<file path="src/rtl/uart_tx_fifo.sv">
// Buffered UART transmitter: byte FIFO with valid/ready push, 8N1/8N2 serialiser
// and line BREAK generator driving uart_txd.
module uart_tx_fifo #(
  parameter int CLK_HZ     = 50000000,
  parameter int BIT_RATE   = 9600,
  parameter int FIFO_DEPTH = 16,
  parameter int STOP_BITS  = 1,
  parameter int BREAK_BITS = 13
) (
  input  logic                          clk,
  input  logic                          reset,
  input  logic                          s_valid,
  output logic                          s_ready,
  input  logic [7:0]                    s_data,
  input  logic                          send_break,
  output logic                          uart_txd,
  output logic                          uart_tx_busy,
  output logic [$clog2(FIFO_DEPTH):0]   fifo_count
);

  localparam int CPB = CLK_HZ / BIT_RATE;
  localparam int CW  = $clog2(CPB);
  localparam int AW  = $clog2(FIFO_DEPTH);
  localparam int IW  = $clog2(BREAK_BITS + 1);

  localparam logic [CW-1:0] CNT_LAST  = CW'(CPB - 1);
  localparam logic [IW-1:0] DATA_LAST = IW'(7);
  localparam logic [IW-1:0] STOP_LAST = IW'(STOP_BITS - 1);
  localparam logic [IW-1:0] BRK_LAST  = IW'(BREAK_BITS - 1);
  localparam logic [AW:0]   FULL      = (AW + 1)'(FIFO_DEPTH);

  typedef enum logic [2:0] {IDLE, START, DATA, STOP, BREAK, BRK_STOP} state_t;

  state_t        state_reg, state_next;
  logic [CW-1:0] cnt_reg, cnt_next;
  logic [IW-1:0] idx_reg, idx_next;
  logic [7:0]    shift_reg;
  logic [7:0]    mem [FIFO_DEPTH];
  logic [AW-1:0] rd_ptr_reg, wr_ptr_reg;
  logic [AW:0]   count_reg, count_next;
  logic          pending_reg, pending_next;
  logic          txd_reg, txd_next;
  logic          busy_reg, busy_next;
  logic          push, pop, shift_en, last_tick;

  assign s_ready      = (count_reg != FULL);
  assign push         = s_valid && s_ready;
  assign last_tick    = (cnt_reg == CNT_LAST);
  assign uart_txd     = txd_reg;
  assign uart_tx_busy = busy_reg;
  assign fifo_count   = count_reg;

  always_comb begin
    state_next = state_reg;
    cnt_next   = (state_reg == IDLE) ? '0 : (last_tick ? '0 : cnt_reg + CW'(1));
    idx_next   = idx_reg;
    pop        = 1'b0;
    shift_en   = 1'b0;
    txd_next   = 1'b1;
    case (state_reg)
      IDLE: begin
        // A pending break wins over queued data.
        if (pending_reg) begin
          state_next = BREAK;
          idx_next   = '0;
        end else if (count_reg != '0) begin
          pop        = 1'b1;
          state_next = START;
        end
      end
      START: begin
        txd_next = 1'b0;
        if (last_tick) begin
          state_next = DATA;
          idx_next   = '0;
        end
      end
      DATA: begin
        txd_next = shift_reg[0];
        if (last_tick) begin
          shift_en = 1'b1;
          if (idx_reg == DATA_LAST) begin
            state_next = STOP;
            idx_next   = '0;
          end else begin
            idx_next = idx_reg + IW'(1);
          end
        end
      end
      STOP: begin
        if (last_tick) begin
          if (idx_reg == STOP_LAST) begin
            state_next = IDLE;
            idx_next   = '0;
          end else begin
            idx_next = idx_reg + IW'(1);
          end
        end
      end
      BREAK: begin
        txd_next = 1'b0;
        if (last_tick) begin
          if (idx_reg == BRK_LAST) begin
            state_next = BRK_STOP;
            idx_next   = '0;
          end else begin
            idx_next = idx_reg + IW'(1);
          end
        end
      end
      BRK_STOP: begin
        if (last_tick) begin
          state_next = IDLE;
        end
      end
      default: state_next = IDLE;
    endcase
  end

  always_comb begin
    pending_next = pending_reg;
    if (state_reg == IDLE && pending_reg) begin
      pending_next = 1'b0;
    end else if (send_break && state_reg != BREAK) begin
      pending_next = 1'b1;
    end
    count_next = count_reg;
    case ({push, pop})
      2'b10:   count_next = count_reg + (AW + 1)'(1);
      2'b01:   count_next = count_reg - (AW + 1)'(1);
      default: count_next = count_reg;
    endcase
    busy_next = (state_next != IDLE) || (count_next != '0) || pending_next;
  end

  always_ff @(posedge clk) begin
    if (reset) begin
      state_reg   <= IDLE;
      cnt_reg     <= '0;
      idx_reg     <= '0;
      rd_ptr_reg  <= '0;
      wr_ptr_reg  <= '0;
      count_reg   <= '0;
      pending_reg <= 1'b0;
      txd_reg     <= 1'b1;
      busy_reg    <= 1'b0;
      shift_reg   <= '0;
    end else begin
      state_reg   <= state_next;
      cnt_reg     <= cnt_next;
      idx_reg     <= idx_next;
      count_reg   <= count_next;
      pending_reg <= pending_next;
      txd_reg     <= txd_next;
      busy_reg    <= busy_next;
      if (push) begin
        wr_ptr_reg <= wr_ptr_reg + AW'(1);
      end
      if (pop) begin
        rd_ptr_reg <= rd_ptr_reg + AW'(1);
        shift_reg  <= mem[rd_ptr_reg];
      end else if (shift_en) begin
        shift_reg  <= {1'b0, shift_reg[7:1]};
      end
    end
  end

  // Storage kept free of reset so it maps onto block RAM.
  always_ff @(posedge clk) begin
    if (push) begin
      mem[wr_ptr_reg] <= s_data;
    end
  end

endmodule

</file>
<file path="config.mk">
export PLATFORM = sky130hd
export DESIGN_NAME = uart_tx_fifo
export DESIGN_NICKNAME = d
export VERILOG_FILES = /design/src/rtl/uart_tx_fifo.sv
export SDC_FILE = /design/constraint.sdc
export NUM_CORES = 1
export LEC_CHECK = 0
export CORE_MARGIN = 2
export CORE_UTILIZATION = 45
export CTS_CLUSTER_SIZE = 28
export DETAILED_ROUTE_END_ITERATION = 10
export PLACE_DENSITY = 0.6
export SLEW_MARGIN = 20
export SYNTH_ARGS = -nofsm -noshare
export SYNTH_HDL_FRONTEND = slang
export SYNTH_SLANG_ARGS = --single-unit
</file>
<file path="constraint.sdc">
create_clock -name clk -period 5 [get_ports clk]
set_input_delay 1 -clock clk [delete_from_list [all_inputs] [get_ports clk]]
set_output_delay 1 -clock clk [all_outputs]
set_load 0.02 [all_outputs]
</file>
-- Word level (Yosys, flattened, before mapping)
Memories as Yosys holds them, arrays and structs flattened. A register that Yosys moved wholly into a read port is not among the register bits.
Cells that the tools add are included.
W data, S select, Z words.
- output and inout port bits: 8
- flip-flop bits (word level): 44
- word-level logic and storage cells: 84
- RAM bits: 128
- memories kept: 1
- multiplexer cells: 35
- reduce and logical (&&, ||, !) cells: 15
- equal/unequal tests: 17
- $add $sub $neg: 6
- memories (name ; words ; width ; rd ports ; clocked after memory_dff ; wr ports ; RTL line ; RTL):
    mem ; 16 ; 8 ; 1 ; 1 ; 1 ; 38 ; logic [7:0] mem [FIFO_DEPTH];
- operators with widths (kind ; number):
    $mux W4 ; 10
    $mux W3 ; 10
    $pmux W4 S5 ; 1
    $pmux W3 S6 ; 1
    $mux W8 ; 2
    $reduce_bool A5 Y1 ; 3
    $add A13 B1 Y13 const B ; 1
    $eq A13 B13 Y1 const B ; 1
    $add A4 B1 Y4 const B ; 3
    $ne A2 B2 Y1 const B ; 5
    $pmux W5 S2 ; 1
    $mux W1 ; 9
    $eq A3 B2 Y1 const B ; 2
    $eq A3 B3 Y1 const B ; 2
    $reduce_and A6 Y1 ; 1
    $add A5 B1 Y5 const B ; 1
    $ne A5 B5 Y1 const B ; 1
    $sub A5 B1 Y5 const B ; 1
    $eq A4 B3 Y1 const B ; 1
    $eq A4 B4 Y1 const B ; 1
    $logic_not A4 Y1 ; 1
    $eq A3 B1 Y1 const B ; 1
    $logic_and A1 B1 Y1 ; 3
    $logic_not A3 Y1 ; 1
    other kinds (9) ; 10

-- Depth between registers and ports, before layout
Gate-level depths: netlist of the first run.
- depth after elaboration: 9
- depth in mapped cells: 13

-- Worst setup path after synthesis of the first run
OpenSTA, ideal clock, no wires.
- path kind: input-to-reg
- from: input s_valid
- to: register busy_reg, in the netlist uart_tx_busy
- slack: 1.633 ns
- stages on the path: 11
- path buffers: 1
- library setup time: 0.140 ns
- data arrival time: 3.227 ns
- data required time: 4.860 ns
- cell sequence: a21boi_1 -> inv_1 -> ha_1 -> clkbuf_1 -> xor2_1 -> ha_1 -> o21ai_0 -> a2bb2oi_1 -> a2111oi_0 -> xnor2_1 -> a41oi_1
- word-level cells in the longest chain between the ends: 6
- RTL lines (element ; RTL line ; RTL):
    from (decl) ; 12 ; input logic s_valid,
    $logic_and A1 B1 Y1 (*) ; 47 ; assign push = s_valid && s_ready;
    $eq A2 B1 Y1 or $eq A2 B2 Y1 (tied branches) ; 128 ; case ({push, pop})
    $pmux W5 S2 (*) ; 128 ;
    $reduce_bool A5 Y1 (*) ; 133 ; busy_next = (state_next != IDLE) || (count_next != '0) || pending_next;
    $logic_or A1 B1 Y1 (*) (2 in series) ; 133 ;
    to (signal assigned) ; 155 ; busy_reg <= busy_next;
    to (decl) ; 43 ; logic busy_reg, busy_next;
Mark *: on every way between the ends. The rest lies on a longest branch, timed or not.
A chain may end at the register's enable or synchronous reset.

-- Worst setup path after layout of the first run
Ends and elaborated chain as after synthesis.

==> reports/qor.csv, run 1 <==
stage,metric,value,unit
setup_path,CP dominant cell by count,ha_1,
global_route,GR peak layer,met2,
yosys,"EDFF count, synth",128,
placement,global placement routability congestion,0.7707,
timing,Tmin final,3.656,ns
yosys,Post-Synthesis Cells,489,
layout,Layout area overhead,12.71,%
power,Leak,2.684,nW
setup_path,CP max stage cell,a21boi_1,
layout,most frequent cells in the layout,"edfxtp_1, nor2_1, dfxtp_1",
global_route,Total GRT Usage,17.81,%
layout,antenna diode count,0,
placement,dpl hpwl,9063,um
power,PD cells,456.8,nW/um2
floorplanning,area of the die,17430,um2
floorplanning,row count,46,
yosys,asr flop ratio synth,0,%
floorplanning,total core area,15940,um2
route,starting DRC count in detailed routing,344,
setup_path,Critical Path End Type,flop,
clock_tree,Setup Buffers After CTS,0,
route,DR vias/cell,5.448,
setup_path,Buffers & Inverters on Critical Path,2,
global_route,grt met2 use,31.31,%
timing,worst slew pin tran,1.103,ns
yosys,"FF+latch count, synth",176,
timing,period utilization,73.11,%
yosys,post-synth cell types,68,
yosys,Ys Warns,0,
global_route,global route overflow,0,
clock_tree,root buf cell,clkbuf_16,
global_route,met1 Resource Use GR,21.85,%
timing,max-slew violation count,0,
yosys,register area share after synthesis,65.15,%
clock_tree,clk buf depth,2,
clock_tree,cts bufs inserted,17,
floorplanning,Initial Util,46.26,%
clock_tree,"Hold-fix buffers, CTS",0,
timing,setup ws final,1.344,ns
route,DR pass1 iterations,4,
power,Max IR drop VDD,0.2576,mV
setup_path,WP data required,5.27,ns
yosys,post-synth top area share,52.12,%
setup_path,CP Max Fanout,10,
route,overall routed net length,14590,um
setup_path,crit-path leading delay family,compound AO/OA/AOI/OAI gates,
global_route,first-pass GRT wire length,23120,um
layout,nets@finish,531,
timing,Clock Skew,0.006969,ns
route,Wirelength per Cell,19.79,um
layout,share of layout cells above drive strength 1,17.47,%
global_route,M3 GR Usage,4.268,%
yosys,dominant cells by area after synthesis,"edfxtp_1, dfxtp_1, mux4_2, nor2_1, ha_1",
clock_tree,clk slew on worst S/H paths,0.06,ns
timing,unrepaired setup endpoints after global routing,no,
layout,Largest register FFs,128,
yosys,cell area after synthesis,7375,um2
route,DRC viols,0,
timing,fmax,0.2736,GHz
run,total of max-cap violations,0,
timing,Hold Fails Final Rpt,0,
yosys,Synth Net Count,512,
clock_tree,clk sinks,176,
min_path,worst hold path class,flop to flop,
clock_tree,PostCTS Resize Cnt,0,
clock_tree,CTS tree,built,
setup_path,crit start category,primary input,
setup_path,WS Path Type,primary input to flop,
yosys,main flop type after synthesis,edfxtp_1,
timing,TNS Setup,0,ns
power,Total Power,3.797,mW
yosys,Yosys top cell by area,edfxtp_1,
route,via count,4015,
clock_tree,clk_lat worst skew,0.42,ns
run_status,outcome,"finished, final reports clean",
yosys,"Avg Cell Area, Syn",15.08,um2
floorplanning,die height,132.0,um
placement,Port Buffer Count,19,
clock_tree,depth of the CTS H-tree,4,
setup_path,crit path DAT,3.92,ns
layout,final core occ,52.13,%
global_route,pin count of the biggest net entering global routing,34,
placement,dpl ws,0.9010,ns
setup_path,Worst path max stage delay,0.56,ns
floorplanning,die width,132.0,um
floorplanning,Ports,20,
global_route,initial antenna violation count,0,
timing,Slew headroom,26.18,%
route,post-route ant nets,0,
layout,"most common cell after layout, fill and taps aside",edfxtp_1,
global_route,vias in the first global route,4191,
setup_path,cells along the critical path,"clkdlybuf4s50_1, a21boi_1, inv_1, ha_1, xor2_1, ha_1, o21ai_0, a2bb2oi_1, a2111oi_0, xnor2_1, a41oi_1",
timing,Final Setup Violations,0,
==> path summary, 6_finish.rpt <==
| kind | to | startpoint | slack [ns] | cells past startpoint |
|---|---|---|---|---|
| worst min-delay path | cnt_reg[0]$_SDFF_PP0_ | cnt_reg[0]$_SDFF_PP0_ | 0.46 | 1 |
| worst max register to register | uart_tx_busy$_SDFF_PP0_ | fifo_count[1]$_SDFF_PP0_ | 1.47 | 12 |
| worst max-delay path | uart_tx_busy$_SDFF_PP0_ | s_valid | 1.34 | 11 |
| worst min register to register | cnt_reg[0]$_SDFF_PP0_ | cnt_reg[0]$_SDFF_PP0_ | 0.46 | 1 |
==> cell families after synthesis <==
logic type	share of synthesized area, %
buf+inv	2.358
mux	12.71
simple gates	10.89
compound gates	3.936
flops	65.15
xor+xnor	3.088
fa+ha+maj	1.866
==> final cells by class <==
class,count,area (um2)
clock buffer,17,425.4
clock inverter,15,132.6
fill,1327,7631
inverter,10,37.54
multi-input combinational,279,2416
sequential,176,4807
tap,216,270.3
timing repair buffer,24,222.7
==> where the power goes <==
| group | internal, mW | switching (mW) | leakage (nW) |
|---|---|---|---|
| sequential | 1.66 | 0.135 | 1.55 |
| combinational | 0.367 | 0.375 | 0.859 |
| clock | 0.692 | 0.563 | 0.277 |
==> per-stage QoR <==
step	hold slack [ns]	area, um2	std cells
after detailed placement	0.4597	7754	705
after global placement	0.4453	7759	705
after global routing	0.4904	8312	737
after CTS	0.4727	8312	737
after floorplan	0.4297	7375	489
final	0.4630	8312	737
==> cell usage after synthesis, types with 2 or more instances <==
cell type  count
mux2i_1        7
dfxtp_1       48
clkbuf_1      11
or3b_2         2
o21bai_1       2
nand3_1        8
a21oi_1       11
nand2b_1       2
buf_2          4
nor3_1        10
buf_6          4
edfxtp_1     128
xor2_1        13
nand4_1        7
nor2b_1        7
and4b_1        3
nand2_1       20
inv_1          9
mux4_2        38
o2111ai_1      2
nor4_1         9
nor2_1        67
buf_1          3
xnor2_1       13
or4_1          2
ha_1          11
o21ai_0        7
==> metal layers <==
metal | wire length (um) | up-vias
li1 | - | 1904
met1 | 6340 | 2049
met2 | 7746 | 54
met3 | 383 | 8
met4 | 117 | 0
met5 | 0 | -
(Power assumes the default switching activity.)
==> run 2, diff against run 1 <==
Clock period 5 ns to 3.4 ns, I/O delays scaled along.
==> reports/qor.csv, run 2 (synthesis gave the netlist of run 1 again) <==
stage,metric,value,unit,change
layout,final core occ,53.43,%,was 52.13%
clock_tree,root buf cell,clkbuf_16,,unchanged
layout,fillers,1330,,"was 1,327"
layout,Layout Cells excl Fill,764,,was 737
setup_path,Buffers & Inverters on Critical Path,1,,was 2
route,starting DRC count in detailed routing,272,,was 344
power,Leak,2.808,nW,was 2.684 nW
floorplanning,Ports,20,,unchanged
layout,share of layout cells above drive strength 1,20.44,%,was 17.47%
timing,hold slack,0.4636,ns,was 0.4630 ns
layout,most frequent cells in the layout,"edfxtp_1, nor2_1, dfxtp_1",,unchanged
global_route,pin count of the biggest net entering global routing,33,,was 34
floorplanning,die width,132.0,um,unchanged
global_route,grt met2 use,30.53,%,was 31.31%
setup_path,crit path DAT,3.18,ns,was 3.92 ns
timing,Final Setup Violations,0,,unchanged
floorplanning,total core area,15940,um2,unchanged
placement,placed insts,734,,was 705
layout,Layout area overhead,15.51,%,was 12.71%
setup_path,R2R Path End,uart_tx_busy$_SDFF_PP0_,,unchanged
setup_path,crit start category,flop,,was primary input
setup_path,CP Max Fanout,7,,was 10
clock_tree,clk buf depth,2,,unchanged
layout,"most common cell after layout, fill and taps aside",edfxtp_1,,unchanged
timing,TNS Setup,0,ns,unchanged
clock_tree,PostCTS Resize Cnt,0,,unchanged
timing,worst slew pin tran,0.8653,ns,was 1.103 ns
setup_path,cells along the critical path,"or4_1, o21ai_1, clkinv_1, ha_1, xor2_1, ha_1, o21ai_0, a2bb2oi_1, a2111oi_0, xnor2_1, a41oi_1",,"was clkdlybuf4s50_1, a21boi_1, inv_1, ha_1, xor2_1, ha_1, o21ai_0, a2bb2oi_1, a2111oi_0, xnor2_1, a41oi_1"
clock_tree,CTS tree,built,,unchanged
clock_tree,clk_lat worst skew,0.42,ns,about the same
global_route,first-pass GRT wire length,23550,um,"was 23,120 um"
timing,Clock Skew,0.01048,ns,was 0.006969 ns
run_status,outcome,"finished, final reports clean",,unchanged
route,DRC viols,0,,unchanged
route,DR pass1 iterations,4,,unchanged
placement,dpl hpwl,9745,um,was 9063 um
power,Max IR drop VDD,0.4110,mV,was 0.2576 mV
setup_path,crit-path leading delay family,compound AO/OA/AOI/OAI gates,,unchanged
layout,Largest register FFs,128,,unchanged
global_route,global route overflow,0,,unchanged
min_path,cell depth of the worst hold path,1,,unchanged
floorplanning,Initial Util,46.26,%,unchanged
timing,max-slew violation count,0,,unchanged
min_path,Worst Hold Endpoint,cnt_reg[0]$_SDFF_PP0_,,unchanged
placement,Port Buffer Count,19,,unchanged
timing,period utilization,85.08,%,
setup_path,r2r startpoint,fifo_count[3]$_SDFF_PP0_,,was fifo_count[1]$_SDFF_PP0_
timing,Hold Fails Final Rpt,0,,unchanged
global_route,initial antenna violation count,0,,unchanged
timing,fmax,0.3457,GHz,
timing,Slew headroom,42.23,%,was 26.18%
route,post-route ant nets,0,,unchanged
global_route,Total GRT Usage,17.94,%,was 17.81%
floorplanning,area of the die,17430,um2,unchanged
setup_path,CP max stage cell,or4_1,,was a21boi_1
floorplanning,row count,46,,unchanged
clock_tree,clk sinks,176,,unchanged
setup_path,FF-to-FF path depth,11,,was 12
setup_path,Critical Path End Type,flop,,unchanged
clock_tree,clk slew on worst S/H paths,0.07,ns,was 0.06 ns
floorplanning,die height,132.0,um,unchanged
route,overall routed net length,14650,um,"was 14,590 um"
placement,global placement routability congestion,0.7657,,was 0.7707
global_route,GR peak layer,met2,,unchanged
global_route,M3 GR Usage,3.499,%,was 4.268%
setup_path,WP data required,3.69,ns,was 5.27 ns
setup_path,CP dominant cell by count,ha_1,,unchanged
route,DR vias/cell,5.503,,was 5.448
timing,unrepaired setup endpoints after global routing,no,,unchanged
min_path,worst hold path class,flop to flop,,unchanged
clock_tree,depth of the CTS H-tree,4,,unchanged
clock_tree,cts bufs inserted,17,,unchanged
setup_path,Worst path max stage delay,0.48,ns,was 0.56 ns
power,PD cells,670.5,nW/um2,was 456.8 nW/um2
global_route,met1 Resource Use GR,22.43,%,was 21.85%
layout,antenna diode count,0,,unchanged
route,Wirelength per Cell,19.18,um,was 19.79 um
route,via count,4204,,"was 4,015"
clock_tree,"Hold-fix buffers, CTS",0,,unchanged
layout,nets@finish,560,,was 531
global_route,vias in the first global route,4230,,"was 4,191"
clock_tree,Setup Buffers After CTS,0,,unchanged
min_path,Hold Path Origin,cnt_reg[0]$_SDFF_PP0_,,unchanged
timing,Tmin final,2.893,ns,
setup_path,WS Path Type,flop to flop,,was primary input to flop
setup_path,"reg-to-reg slack, setup",0.51,ns,was 1.47 ns
run,total of max-cap violations,0,,unchanged
[run 2: cell count changes in the layout (fill, tap and decap cells not counted)]
cell,previous run,this run
buf_2,1,0
buf_4,5,34
bufinv_16,1,2
clkdlybuf4s50_1,18,19
clkinv_2,2,0
clkinv_4,3,1
clkinvlp_4,0,3
dfxtp_1,46,47
dfxtp_2,2,1
inv_6,5,4
inv_8,1,0
nor3_1,6,10
nor3_2,4,0
[run 2: layer usage]
metal | vias to the layer above | wire length [um]
met1 | 2152 | 6272
met2 | 69 | 7639
met4 | 0 | 267
li1 | 1963 | -
met3 | 20 | 473
met5 | - | 0
[run 2: power by group]
group / internal (mW) / leakage (nW) / total, mW / switching (mW)
sequential: 2.45 / 1.55 / 2.54 / 0.0932
combinational: 0.604 / 0.995 / 1.29 / 0.689
clock: 1.08 / 0.265 / 1.88 / 0.805
[run 2: area by class of cell]
class	instances	area [um2]	area share, %
clock buffer	17	425.4	4.994
tap	216	270.3	3.173
multi-input combinational	279	2396	28.13
sequential	176	4806	56.42
inverter	10	37.54	0.4407
clock inverter	13	137.6	1.616
timing repair buffer	53	445.4	5.229
[run 2: worst max path at each step]
stage	start	end	slack [ns]	cells after the start
detailed placement	s_valid	uart_tx_busy$_SDFF_PP0_	0.23	11
global placement	s_valid	uart_tx_busy$_SDFF_PP0_	0.28	11
floorplan	fifo_count[1]$_SDFF_PP0_	uart_tx_busy$_SDFF_PP0_	0.09	13
CTS	fifo_count[3]$_SDFF_PP0_	uart_tx_busy$_SDFF_PP0_	0.49	11
finish	fifo_count[3]$_SDFF_PP0_	uart_tx_busy$_SDFF_PP0_	0.51	11
global route	fifo_count[3]$_SDFF_PP0_	uart_tx_busy$_SDFF_PP0_	0.26	11
[run 2: through the flow]
step           power (mW)  area [um2]  setup WS [ns]
4_1_cts             5.769        8518         0.4862
2_1_floorplan       3.483        7375        0.09433
5_1_grt             5.975        8518         0.2578
3_3_place_gp        3.858        7955         0.2751
6_report            5.712        8518         0.5072
3_5_place_dp        3.888        7955         0.2260
